<file path="config.mk">
export PLATFORM = sky130hd
export DESIGN_NAME = mesh_term_tx_flat
export DESIGN_NICKNAME = d
export VERILOG_FILES = /design/src/rtl/mesh_term_tx_pkg.sv /design/src/rtl/mesh_term_tx_if.sv /design/src/rtl/mesh_term_tx_fifo.sv /design/src/rtl/mesh_term_tx.sv /design/src/flat_wrapper.sv
export SDC_FILE = /design/constraint.sdc
export NUM_CORES = 1
export LEC_CHECK = 0
export ABC_AREA = 1
export CORE_ASPECT_RATIO = 0.8
export CORE_MARGIN = 3
export CORE_UTILIZATION = 56
export CTS_BUF_LIST = sky130_fd_sc_hd__clkbuf_16
export CTS_CLUSTER_DIAMETER = 80
export DETAILED_ROUTE_END_ITERATION = 10
export PLACE_DENSITY = 0.81
export SLEW_MARGIN = 30
export SYNTH_ARGS = -nofsm -noshare
export SYNTH_HDL_FRONTEND = slang
export SYNTH_HIERARCHICAL = 1
export SYNTH_SLANG_ARGS = --single-unit
export TNS_END_PERCENT = 30
</file>
<file path="constraint.sdc">
create_clock -name clk_i -period 2.9 [get_ports clk_i]
set_input_delay 0.29 -clock clk_i [delete_from_list [all_inputs] [get_ports clk_i]]
set_output_delay 0.29 -clock clk_i [all_outputs]
set_load 0.1 [all_outputs]
</file>
<file path="src/rtl/mesh_term_tx_pkg.sv">
// Shared definitions for the mesh terminal packet source: header field
// widths, the packed header layout and the edge-terminal address check.
package mesh_tx_pkg;

    localparam int NXT_W  = 8;
    localparam int ROW_W  = 4;
    localparam int COL_W  = 4;
    localparam int MODE_W = 1;
    localparam int HDR_W  = 17;

    // Header fields in wire order, MSB first; payload follows below mode.
    typedef struct packed {
        logic [NXT_W-1:0]  nxt_jump;
        logic [ROW_W-1:0]  dest_row;
        logic [COL_W-1:0]  dest_col;
        logic [MODE_W-1:0] mode;
    } pkt_hdr_t;

    // A destination is legal when it is the broadcast code or a terminal on
    // the mesh rim (row 0 / ROWS+1 with an in-range column, or column
    // 0 / COLUMNS+1 with an in-range row), and is never this terminal itself.
    function automatic logic is_valid_dest(
        input logic [ROW_W-1:0] row,
        input logic [COL_W-1:0] col,
        input int               rows,
        input int               cols,
        input int               src_row,
        input int               src_col,
        input logic [7:0]       bdcst
    );
        int   r;
        int   c;
        logic v;
        r = {28'd0, row};
        c = {28'd0, col};
        if ({row, col} == bdcst) begin
            v = 1'b1;
        end else if (((r == 0) || (r == rows + 1)) && (c >= 1) && (c <= cols)) begin
            v = 1'b1;
        end else if (((c == 0) || (c == cols + 1)) && (r >= 1) && (r <= rows)) begin
            v = 1'b1;
        end else begin
            v = 1'b0;
        end
        if ((r == src_row) && (c == src_col)) begin
            v = 1'b0;
        end
        return v;
    endfunction

endpackage

</file>
<file path="src/rtl/mesh_term_tx_if.sv">
// Request-side and router-side signals of one mesh terminal source.
// master: the packet source itself; slave: the requester/router side.
interface mesh_term_tx_if #(
    parameter int PAKG_SIZE = 32
);
    logic                 wr_en_i;
    logic [3:0]           dest_row_i;
    logic [3:0]           dest_col_i;
    logic                 mode_i;
    logic [PAKG_SIZE-18:0] payload_i;
    logic                 wr_ack_o;
    logic                 wr_err_o;
    logic                 full_o;
    logic [PAKG_SIZE-1:0] data_out_i_in;
    logic                 pndng_i_in;
    logic                 popin;
    logic                 overflow_o;
    logic                 underflow_o;

    modport master (
        input  wr_en_i, dest_row_i, dest_col_i, mode_i, payload_i, popin,
        output wr_ack_o, wr_err_o, full_o, data_out_i_in, pndng_i_in,
               overflow_o, underflow_o
    );

    modport slave (
        output wr_en_i, dest_row_i, dest_col_i, mode_i, payload_i, popin,
        input  wr_ack_o, wr_err_o, full_o, data_out_i_in, pndng_i_in,
               overflow_o, underflow_o
    );
endinterface

</file>
<file path="src/rtl/mesh_term_tx_fifo.sv">
// Synchronous packet FIFO with a registered head word and pending flag.
// A word pushed into an empty FIFO is presented one cycle after it is
// written; a push that replaces the last entry while it is being popped
// is forwarded straight to the head so pending never drops.
module mesh_tx_fifo #(
    parameter int DW    = 32,
    parameter int DEPTH = 16,
    parameter int AW    = $clog2(DEPTH),
    parameter int CW    = AW + 1
) (
    input  logic          clk_i,
    input  logic          rst_i,
    input  logic          i_push,
    input  logic          i_pop,
    input  logic [DW-1:0] i_din,
    output logic [DW-1:0] o_head,
    output logic          o_pndng,
    output logic          o_full,
    output logic [CW-1:0] o_count
);

    logic [DW-1:0] r_mem [DEPTH];
    logic [AW-1:0] r_wp;
    logic [AW-1:0] r_rp;
    logic [CW-1:0] r_count;
    logic [DW-1:0] r_head;
    logic          r_pndng;
    logic          r_full;

    logic [CW-1:0] w_cnt_after_pop;
    logic [CW-1:0] w_count_nxt;
    logic [AW-1:0] w_rp_nxt;
    logic          w_bypass;

    // Next occupancy/read pointer and the forward-on-replace condition.
    always_comb begin
        w_cnt_after_pop = r_count - CW'(i_pop);
        w_count_nxt     = w_cnt_after_pop + CW'(i_push);
        w_rp_nxt        = r_rp + AW'(i_pop);
        w_bypass        = i_pop && i_push && (w_cnt_after_pop == {CW{1'b0}});
    end

    // Storage array write; contents need no reset since count gates reads.
    always_ff @(posedge clk_i) begin
        if (i_push) begin
            r_mem[r_wp] <= i_din;
        end
    end

    // Pointers, occupancy and registered head presentation.
    always_ff @(posedge clk_i) begin
        if (rst_i) begin
            r_wp    <= {AW{1'b0}};
            r_rp    <= {AW{1'b0}};
            r_count <= {CW{1'b0}};
            r_head  <= {DW{1'b0}};
            r_pndng <= 1'b0;
            r_full  <= 1'b0;
        end else begin
            r_wp    <= r_wp + AW'(i_push);
            r_rp    <= w_rp_nxt;
            r_count <= w_count_nxt;
            r_head  <= w_bypass ? i_din : r_mem[w_rp_nxt];
            r_pndng <= (w_cnt_after_pop != {CW{1'b0}}) || w_bypass;
            r_full  <= (w_count_nxt == CW'(DEPTH));
        end
    end

    assign o_head  = r_head;
    assign o_pndng = r_pndng;
    assign o_full  = r_full;
    assign o_count = r_count;

endmodule

</file>
<file path="src/rtl/mesh_term_tx.sv">
// Mesh terminal packet source: validates write requests against the rim
// address map, formats them into router words, buffers them and presents
// them with the pending/pop handshake.
// Optional build macro MESH_TX_STATS_EN adds saturating traffic counters.
module mesh_term_tx
    import mesh_tx_pkg::*;
#(
    parameter int         ROWS       = 4,
    parameter int         COLUMNS    = 4,
    parameter int         PAKG_SIZE  = 32,
    parameter int         FIFO_DEPTH = 16,
    parameter int         SRC_ROW    = 0,
    parameter int         SRC_COL    = 1,
    parameter logic [7:0] BDCST      = 8'hFF
) (
    input  logic          clk_i,
    input  logic          rst_i,
    mesh_term_tx_if.master bus
`ifdef MESH_TX_STATS_EN
    ,
    output logic [15:0]   tx_cnt_o,
    output logic [15:0]   drop_cnt_o,
    output logic [15:0]   bcast_cnt_o
`endif
);

    localparam int CW = $clog2(FIFO_DEPTH) + 1;

    logic                 w_valid;
    logic                 w_room;
    logic                 w_push;
    logic                 w_pop;
    logic                 w_reject;
    logic                 w_ovf_evt;
    logic                 w_udf_evt;
    pkt_hdr_t             w_hdr;
    logic [PAKG_SIZE-1:0] w_word;
    logic [PAKG_SIZE-1:0] w_head;
    logic                 w_pndng;
    logic                 w_full;
    logic [CW-1:0]        w_count;

    logic                 r_wr_ack;
    logic                 r_wr_err;
    logic                 r_ovf;
    logic                 r_udf;

    // Request classification, handshake qualification and word formatting.
    always_comb begin
        w_valid   = is_valid_dest(bus.dest_row_i, bus.dest_col_i, ROWS, COLUMNS,
                                  SRC_ROW, SRC_COL, BDCST);
        w_pop     = bus.popin && w_pndng;
        w_room    = (w_count != CW'(FIFO_DEPTH)) || w_pop;
        w_push    = bus.wr_en_i && w_valid && w_room;
        w_reject  = bus.wr_en_i && !w_valid;
        w_ovf_evt = bus.wr_en_i && w_valid && !w_room;
        w_udf_evt = bus.popin && !w_pndng;
        w_hdr.nxt_jump = 8'h00;
        w_hdr.dest_row = bus.dest_row_i;
        w_hdr.dest_col = bus.dest_col_i;
        w_hdr.mode     = bus.mode_i;
        w_word = {w_hdr, bus.payload_i};
    end

    mesh_tx_fifo #(
        .DW    (PAKG_SIZE),
        .DEPTH (FIFO_DEPTH)
    ) u_fifo (
        .clk_i   (clk_i),
        .rst_i   (rst_i),
        .i_push  (w_push),
        .i_pop   (w_pop),
        .i_din   (w_word),
        .o_head  (w_head),
        .o_pndng (w_pndng),
        .o_full  (w_full),
        .o_count (w_count)
    );

    // Per-request status pulses and sticky overflow/underflow flags.
    always_ff @(posedge clk_i) begin
        if (rst_i) begin
            r_wr_ack <= 1'b0;
            r_wr_err <= 1'b0;
            r_ovf    <= 1'b0;
            r_udf    <= 1'b0;
        end else begin
            r_wr_ack <= w_push;
            r_wr_err <= w_reject;
            r_ovf    <= r_ovf | w_ovf_evt;
            r_udf    <= r_udf | w_udf_evt;
        end
    end

    assign bus.wr_ack_o      = r_wr_ack;
    assign bus.wr_err_o      = r_wr_err;
    assign bus.full_o        = w_full;
    assign bus.data_out_i_in = w_head;
    assign bus.pndng_i_in    = w_pndng;
    assign bus.overflow_o    = r_ovf;
    assign bus.underflow_o   = r_udf;

`ifdef MESH_TX_STATS_EN
    logic [15:0] r_tx_cnt;
    logic [15:0] r_drop_cnt;
    logic [15:0] r_bcast_cnt;
    logic        w_head_bcast;

    // Broadcast detection on the word currently being retired.
    always_comb begin
        w_head_bcast = (w_head[PAKG_SIZE-9 -: 8] == BDCST);
    end

    // Saturating counters of retired, dropped and retired-broadcast packets.
    always_ff @(posedge clk_i) begin
        if (rst_i) begin
            r_tx_cnt    <= 16'd0;
            r_drop_cnt  <= 16'd0;
            r_bcast_cnt <= 16'd0;
        end else begin
            if (w_pop && (r_tx_cnt != 16'hFFFF)) begin
                r_tx_cnt <= r_tx_cnt + 16'd1;
            end else begin
                r_tx_cnt <= r_tx_cnt;
            end
            if ((w_ovf_evt || w_reject) && (r_drop_cnt != 16'hFFFF)) begin
                r_drop_cnt <= r_drop_cnt + 16'd1;
            end else begin
                r_drop_cnt <= r_drop_cnt;
            end
            if (w_pop && w_head_bcast && (r_bcast_cnt != 16'hFFFF)) begin
                r_bcast_cnt <= r_bcast_cnt + 16'd1;
            end else begin
                r_bcast_cnt <= r_bcast_cnt;
            end
        end
    end

    assign tx_cnt_o    = r_tx_cnt;
    assign drop_cnt_o  = r_drop_cnt;
    assign bcast_cnt_o = r_bcast_cnt;
`endif

endmodule

</file>
<file path="src/flat_wrapper.sv">
// flat-port wrapper written by rule: the top's interface ports become plain ports
module mesh_term_tx_flat import mesh_tx_pkg::*;
#(
    parameter int         ROWS       = 4,
    parameter int         COLUMNS    = 4,
    parameter int         PAKG_SIZE  = 32,
    parameter int         FIFO_DEPTH = 16,
    parameter int         SRC_ROW    = 0,
    parameter int         SRC_COL    = 1,
    parameter logic [7:0] BDCST      = 8'hFF
)
  (clk_i, rst_i, bus_wr_en_i, bus_dest_row_i, bus_dest_col_i, bus_mode_i, bus_payload_i, bus_popin, bus_wr_ack_o, bus_wr_err_o, bus_full_o, bus_data_out_i_in, bus_pndng_i_in, bus_overflow_o, bus_underflow_o);
  mesh_term_tx_if #(.PAKG_SIZE(PAKG_SIZE)) bus_i ();
  input  logic clk_i;
  input  logic rst_i;
  input wire logic [$bits(bus_i.wr_en_i)-1:0] bus_wr_en_i;
  input wire logic [$bits(bus_i.dest_row_i)-1:0] bus_dest_row_i;
  input wire logic [$bits(bus_i.dest_col_i)-1:0] bus_dest_col_i;
  input wire logic [$bits(bus_i.mode_i)-1:0] bus_mode_i;
  input wire logic [$bits(bus_i.payload_i)-1:0] bus_payload_i;
  input wire logic [$bits(bus_i.popin)-1:0] bus_popin;
  output wire logic [$bits(bus_i.wr_ack_o)-1:0] bus_wr_ack_o;
  output wire logic [$bits(bus_i.wr_err_o)-1:0] bus_wr_err_o;
  output wire logic [$bits(bus_i.full_o)-1:0] bus_full_o;
  output wire logic [$bits(bus_i.data_out_i_in)-1:0] bus_data_out_i_in;
  output wire logic [$bits(bus_i.pndng_i_in)-1:0] bus_pndng_i_in;
  output wire logic [$bits(bus_i.overflow_o)-1:0] bus_overflow_o;
  output wire logic [$bits(bus_i.underflow_o)-1:0] bus_underflow_o;
  assign bus_i.wr_en_i = bus_wr_en_i;
  assign bus_i.dest_row_i = bus_dest_row_i;
  assign bus_i.dest_col_i = bus_dest_col_i;
  assign bus_i.mode_i = bus_mode_i;
  assign bus_i.payload_i = bus_payload_i;
  assign bus_i.popin = bus_popin;
  assign bus_wr_ack_o = bus_i.wr_ack_o;
  assign bus_wr_err_o = bus_i.wr_err_o;
  assign bus_full_o = bus_i.full_o;
  assign bus_data_out_i_in = bus_i.data_out_i_in;
  assign bus_pndng_i_in = bus_i.pndng_i_in;
  assign bus_overflow_o = bus_i.overflow_o;
  assign bus_underflow_o = bus_i.underflow_o;
  mesh_term_tx #(.ROWS(ROWS), .COLUMNS(COLUMNS), .PAKG_SIZE(PAKG_SIZE), .FIFO_DEPTH(FIFO_DEPTH), .SRC_ROW(SRC_ROW), .SRC_COL(SRC_COL), .BDCST(BDCST)) u_core (.clk_i(clk_i), .rst_i(rst_i), .bus(bus_i));
endmodule
</file>
# --- After elaboration in Yosys (flattened, before gate mapping) ---
# Memories as Yosys holds them, arrays and structs flattened.
# Index checks and enable logic that the tools add are counted.
totals:
  output_inout_bits: 38
  n_memories: 1
  wordCells: 60
  register_bits: 51
  ramBits: 384
  inputBits: 28
op_classes:
  n_lt_le_gt_ge: 4
  reduce_logical: 25
  bitwise: 2
  mux: 7
  addsub: 4
  eq_ne: 6
mem_list:
  columns: ["memory", "depth", "width", "rd", "rd_ports_with_merged_regs", "write_ports", "line", "source"]
  rows:
  - ["u_core.u_fifo.r_mem", 16, 24, 1, 0, 1, "mesh_term_tx_fifo.sv:22", "logic [DW-1:0] r_mem [DEPTH];"]
ops:
  columns: ["operator", "count"]
  rows:
  - ["$mux W24", 1]
  - ["$logic_and A1 B1 Y1", 13]
  - ["$add A4 B1 Y4", 2]
  - ["$eq A4 B4 Y1 const B", 2]
  - ["$eq A8 B8 Y1 const B", 1]
  - ["$ge A4 B1 Y1 const B", 2]
  - ["$le A4 B3 Y1 const B", 2]
  - ["$logic_not A4 Y1", 2]
  - ["$mux W1", 6]
  - ["$add A5 B1 Y5", 1]
  - ["$eq A5 B5 Y1 const B", 1]
  - ["$logic_not A5 Y1", 1]
  - ["$ne A5 B5 Y1 const B", 1]
  - ["$reduce_bool A5 Y1", 1]
  - ["$sub A5 B1 Y5", 1]
  - ["$eq A4 B2 Y1 const B", 1]
  - ["$logic_or A1 B1 Y1", 4]
  - ["$logic_not A1 Y1", 3]
  - ["$or A1 B1 Y1", 2]
  - ["$reduce_or A2 Y1", 1]

# --- Depth between registers and ports, before layout ---
depth:
  word_depth: 13
  ltp_mapped: 18
  depth_no_buf: 18

# --- By module ---
# Netlist, hierarchy kept.
modules_own_cells:
  columns: ["module", "seq_area_each_um2", "area_each_um2", "instances", "cells_per_inst"]
  rows:
  - ["mesh_tx_fifo", 16315.6, 22580.4, 1, 2006]
  - ["mesh_term_tx", 80.1, 306.5, 1, 53]

# --- Worst setup path after synthesis ---
# No wires, ideal clock.
synth_timing:
  path_type: "register -> register"
  startpoint: "register u_core.u_fifo.r_pndng, in the netlist u_core/u_fifo/o_pndng"
  endpoint: "memory u_core/u_fifo/r_mem[4][0] in the netlist's numbering, enable pin"
  setup_slack_ps: -654
  arrival_ps: 3133
  setup_time_ps: 421
  period_less_slack_ps: 3554
  path_buffers: 0
  path_stages_with_launch: 8
  required_ps: 2479
  path_cell_list: "dfxtp_1 > nand2_1 > inv_1 > nor4_1 > nand3b_2 > inv_1 > nand3_1 > nor2_1"
synth_via:
  elab_chain_len: 5
synth_lines:
  columns: ["element", "line", "source"]
  rows:
  - ["start: declaration", "mesh_term_tx_fifo.sv:27", "logic r_pndng;"]
  - ["start signal: assignment", "mesh_term_tx_fifo.sv:64", "r_pndng <= (w_cnt_after_pop != {CW{1'b0}}) || w_bypass;"]
  - ["$logic_and A1 B1 Y1", "mesh_term_tx.sv:52", "w_pop = bus.popin && w_pndng;"]
  - ["named net u_core.w_pop", "mesh_term_tx.sv:32", "logic w_pop;"]
  - ["$logic_or A1 B1 Y1", "mesh_term_tx.sv:53", "w_room = (w_count != CW'(FIFO_DEPTH)) || w_pop;"]
  - ["$logic_and A1 B1 Y1", "mesh_term_tx.sv:54", "w_push = bus.wr_en_i && w_valid && w_room;"]
  - ["named net u_core.w_push", "mesh_term_tx.sv:31", "logic w_push;"]
  - ["$mux W1", "mesh_term_tx_fifo.sv:45", "if (i_push) begin"]
  - ["$mux W1 (not written as such)", "mesh_term_tx_fifo.sv:46", "r_mem[r_wp] <= i_din;"]
  - ["end: declaration", "mesh_term_tx_fifo.sv:22", null]
# The timed path passes the listed nets, and every way through them passes these cells.

# --- Worst setup path after layout ---
layout_timing:
  startpoint: "input bus_dest_row_i[1]"
  endpoint: "register u_core.u_fifo.r_full, in the netlist u_core/u_fifo/o_full"
layout_via:
  elab_chain_len: 11
  elab_cells_between_ends: 19
  classes_between: "add/sub: 1; order compare: 2; eq/ne: 3; mux: 4; reduce/logical: 9"
layout_lines:
  columns: ["element", "line", "source"]
  rows:
  - ["start: declaration", "flat_wrapper.sv:17", "input wire logic [$bits(bus_i.dest_row_i)-1:0] bus_dest_row_i;"]
  - ["$ge A4 B1 Y1, or another cell as far along", "mesh_term_tx_pkg.sv:40", "end else if (((c == 0) || (c == cols + 1)) && (r >= 1) && (r <= rows)) begin"]
  - ["$logic_and A1 B1 Y1 or $logic_or A1 B1 Y1 (tied branches)", "mesh_term_tx_pkg.sv:40, mesh_term_tx_pkg.sv:38", null]
  - ["$logic_and A1 B1 Y1 (on tied branches)", "mesh_term_tx_pkg.sv:40, mesh_term_tx_pkg.sv:38", null]
  - ["$mux W1 or $logic_and A1 B1 Y1 (tied branches)", "mesh_term_tx_pkg.sv:40, mesh_term_tx_pkg.sv:38", null]
  - ["$mux W1", "mesh_term_tx_pkg.sv:38", "end else if (((r == 0) || (r == rows + 1)) && (c >= 1) && (c <= cols)) begin"]
  - ["$mux W1", "mesh_term_tx_pkg.sv:36", "if ({row, col} == bdcst) begin"]
  - ["$mux W1 *", "mesh_term_tx_pkg.sv:45", "if ((r == src_row) && (c == src_col)) begin"]
  - ["$logic_and A1 B1 Y1 * (2 in a row)", "mesh_term_tx.sv:54", null]
  - ["named net u_core.w_push", "mesh_term_tx.sv:31", null]
  - ["$add A5 B1 Y5 *", "mesh_term_tx_fifo.sv:38", "w_count_nxt = w_cnt_after_pop + CW'(i_push);"]
  - ["$eq A5 B5 Y1 *", "mesh_term_tx_fifo.sv:65", "r_full <= (w_count_nxt == CW'(DEPTH));"]
  - ["end signal: assignment", "mesh_term_tx_fifo.sv:65", null]
  - ["end: declaration", "mesh_term_tx_fifo.sv:28", "logic r_full;"]
# The timed path passes the listed nets; every way through them passes the cells marked *.
# A chain may end at the register's enable or synchronous reset.

==> summary.md <==
| Metric | Value |
|---|---|
| Worst-skew pair later-pin latency | `between 0.5 and 0.6 ns` |
| Synth area leaders | `edfxtp_1 (67%), nand2_1 (12%), nand3_1 (8.6%), dfxtp_1 (4.5%), nor2_1 (1.7%)` |
| Hold Crit Class | `in -> reg` |
| RSZ-0062 raised after global routing | `false` |
| Final setup fails | `0` |
| Post-synth top area share | `67.2%` |
| Status | `completed` |
| Final GP Congestion | `0.813` |
| Vias per inst | `5.64` |
| Vias | `roughly 16,000` |
| Synthesized area | `0.0229 sq mm` |
| CORE AREA | `approximately 0.04 sq mm` |
| Yosys Warn Count | `6` |
| Layout Cells excl Fill | `about 2,800` |
| Die W | `232 microns` |
| DIE HEIGHT | `between 150 and 200 microns` |
| Wire per inst | `~19 microns` |
| Cts hold-fix bufs | `0` |
| WS Path Type | `in -> reg` |
| Count leader, synth | `nand2_1` |
| Placed insts | `2,751` |
| First-pass GRT wire length | `86,200 microns` |
| Fin nets | `around 2,300` |
| Power per cell area | `between 800 and 900 mW/mm^2` |
| Site Rows | `65` |
| Slew Viols, Final | `0` |
| Crit Path Max Fanout | `7` |
| EDFF count, synth | `512` |
| Reg-to-reg setup timing slack | `0.54 ns` |
| Fin crit share | `between 80% and 90%` |
| HPWL after DPL | `31,600 microns` |
| # DRC | `0` |
| Clk sink count | `roughly 560` |
| Commonest cells post-synth | `nand2_1 (738), edfxtp_1 (512), nand3_1 (391)` |
| Post-layout util | `between 60 and 70%` |
| Vias in the first global route | `roughly 16,000` |
| Placed Area | `0.0253 sq mm` |
| CP Capture Type | `register` |
| Design area | `0.0268 sq mm` |
| CTS tree | `done` |
| Worst-Margin Slew | `roughly 0.8 ns` |
| Critical Path RT | `roughly 3.4 ns` |
| Post-CTS setup repair buffer count | `0` |
| Avg Cell Area, Syn | `between 10 and 15 sq um` |
| #FFs+latches synth | `approximately 560` |
| Max-cap violation count | `0` |
| Cells after Synth | `approximately 2,000` |
| Worst Path Arrival | `approximately 2.9 ns` |
| Max rail drop VDD | `roughly 630 uV` |
| Seq/Total Area, Yosys | `71.6%` |
| Max Fclk | `approximately 420 MHz` |
| Die area | `about 0.043 sq mm` |
| Slew headroom | `between 40% and 50%` |
| Hold violation total from the final report | `0` |
| Worst-path clk slew | `roughly 0.05 ns` |
| Final Total Pwr | `around 22 mW` |
| Area Overhead vs Synth | `17.2%` |
| H-tree Lvls | `2` |
| Synth area leader | `edfxtp_1` |
| Distinct cells, synth | `31` |
| Worst Setup Start Kind | `input port` |
| # diodes | `0` |
| Final Skew | `between 0.02 and 0.025 ns` |
| Top Ports | `66` |
| Clock Path Buffers | `3` |
| DRT Pass-1 Iters | `6` |
| Final min period | `2.37 ns` |
| Layout cell share with drive strength beyond 1 | `roughly 9%` |
| Starting Density | `~57%` |
| Final ANT Viol Nets | `0` |
| CTS buffer count | `between 50 and 60` |
| Cell leakage power | `10.3 nW` |
| GRT Util Overall | `approximately a quarter` |
| Ys flop type | `edfxtp_1` |
| CTS root buf | `clkbuf_16` |
| DR iter-0 viols | `a little under 2,000` |
| Post-synthesis async set-or-reset flop share | `0%` |
| Largest net degree at the start of global routing | `around 90` |
| IO Port Bufs | `65` |
| Initial antenna violation count | `0` |
| Grt ovf | `0` |
| Post-Route WL | `55,100 microns` |
| # resized after CTS | `0` |
==> path summary, 6_finish.rpt <==
kind,start,end,depth (start not counted)
setup / recovery,bus_dest_row_i[1],u_core/u_fifo/o_full$_SDFF_PP0_,18
hold / removal,bus_wr_en_i,u_core/bus.wr_err_o$_SDFF_PP0_,3
setup reg to reg,u_core/u_fifo/o_count[2]$_SDFF_PP0_,u_core/u_fifo/o_full$_SDFF_PP0_,12
hold reg to reg,u_core/bus.overflow_o$_SDFF_PP0_,u_core/bus.overflow_o$_SDFF_PP0_,2
==> worst max-delay path, stage by stage <==
cell and delay, ns:
clkdlybuf4s50_1 0.48, nor2_2 0.17, nand2_1 0.09, o21ai_0 0.10
nand3_1 0.13, nand3_2 0.10, nand2_2 0.06, inv_2 0.05
nand3b_2 0.08, inv_1 0.23, ha_1 0.24, ha_1 0.18
inv_1 0.05, nor2_1 0.22, nand2_1 0.09, a21oi_1 0.13
nand2_1 0.09, nor2_1 0.10
==> power by group <==
part	switching, mW	internal, mW
sequential	0.0823	9.03
combinational	4.73	1.70
clock	2.83	3.33
total	7.64	14.1
==> per-layer routing <==
metal  track usage (%)  routed length [microns]  vias up
li1                  -                        -     7364
met1              34.9                    21300     7606
met2              42.1                    26700      961
met3              4.66                     5970      102
met4              7.24                     1230        0
met5                 0                        0        -
==> layout make-up <==
class                      instances  area (sq um)
timing repair buffer             141          1650
fill                            2759         13000
inverter                          67           259
clock inverter                    42           223
clock buffer                      52          1300
multi-input combinational       1444          6330
tap                              536           671
sequential                       563         16400
==> sequential cells by signal (all words and copies together) (netlist names) <==
name,flops
u_core/bus.wr_err_o,1
u_core/u_fifo/o_head,32
u_core/u_fifo/r_rp,4
u_core/u_fifo/r_mem,512
u_core/bus.underflow_o,1
u_core/u_fifo/o_pndng,1
u_core/u_fifo/o_full,1
u_core/u_fifo/r_wp,4
u_core/bus.wr_ack_o,1
u_core/u_fifo/o_count,5
u_core/bus.overflow_o,1
==> through the flow <==
step	hold slack [ns]	setup TNS (ns)	setup WS (ns)
finish	0.376	0	0.534
global route	0.372	0	0.229
CTS	0.369	0	0.562
detailed placement	0.450	0	0.0251
global placement	0.444	0	0.117
floorplan	0.357	-91.35	-0.196
==> cells by family after synthesis <==
| group | count (synthesis) | share of synthesized area, % |
|---|---|---|
| simple gates | 1285 | 23.9 |
| flops | 563 | 71.6 |
| buf+inv | 187 | 3.61 |
| compound gates | 10 | 0.219 |
| fa+ha+maj | 8 | 0.437 |
| xor+xnor | 5 | 0.224 |
| other cells | 1 | 0.0164 |
==> cell usage in the layout, fill, tap and decap left out, types with 2 or more instances in the layout <==
master           instances
xnor2_1                  2
clkbuf_16               52
nand2_2                  5
o21ai_0                  4
dfxtp_1                 51
clkinv_1                15
clkdlybuf4s50_1         27
nor2_2                   2
nor2_4                  18
nand4_1                 37
edfxtp_1               512
inv_6                    2
nor2_1                  88
a21oi_1                  5
buf_4                   72
ha_1                     6
clkinvlp_4               2
buf_12                  42
inv_1                   77
nand3_1                391
clkinv_2                 7
nand2_1                736
ha_4                     2
conb_1                 136
nor3_1                   3
inv_2                    2
xor2_1                   2
No activity file was read; power rests on OpenSTA's default activity.
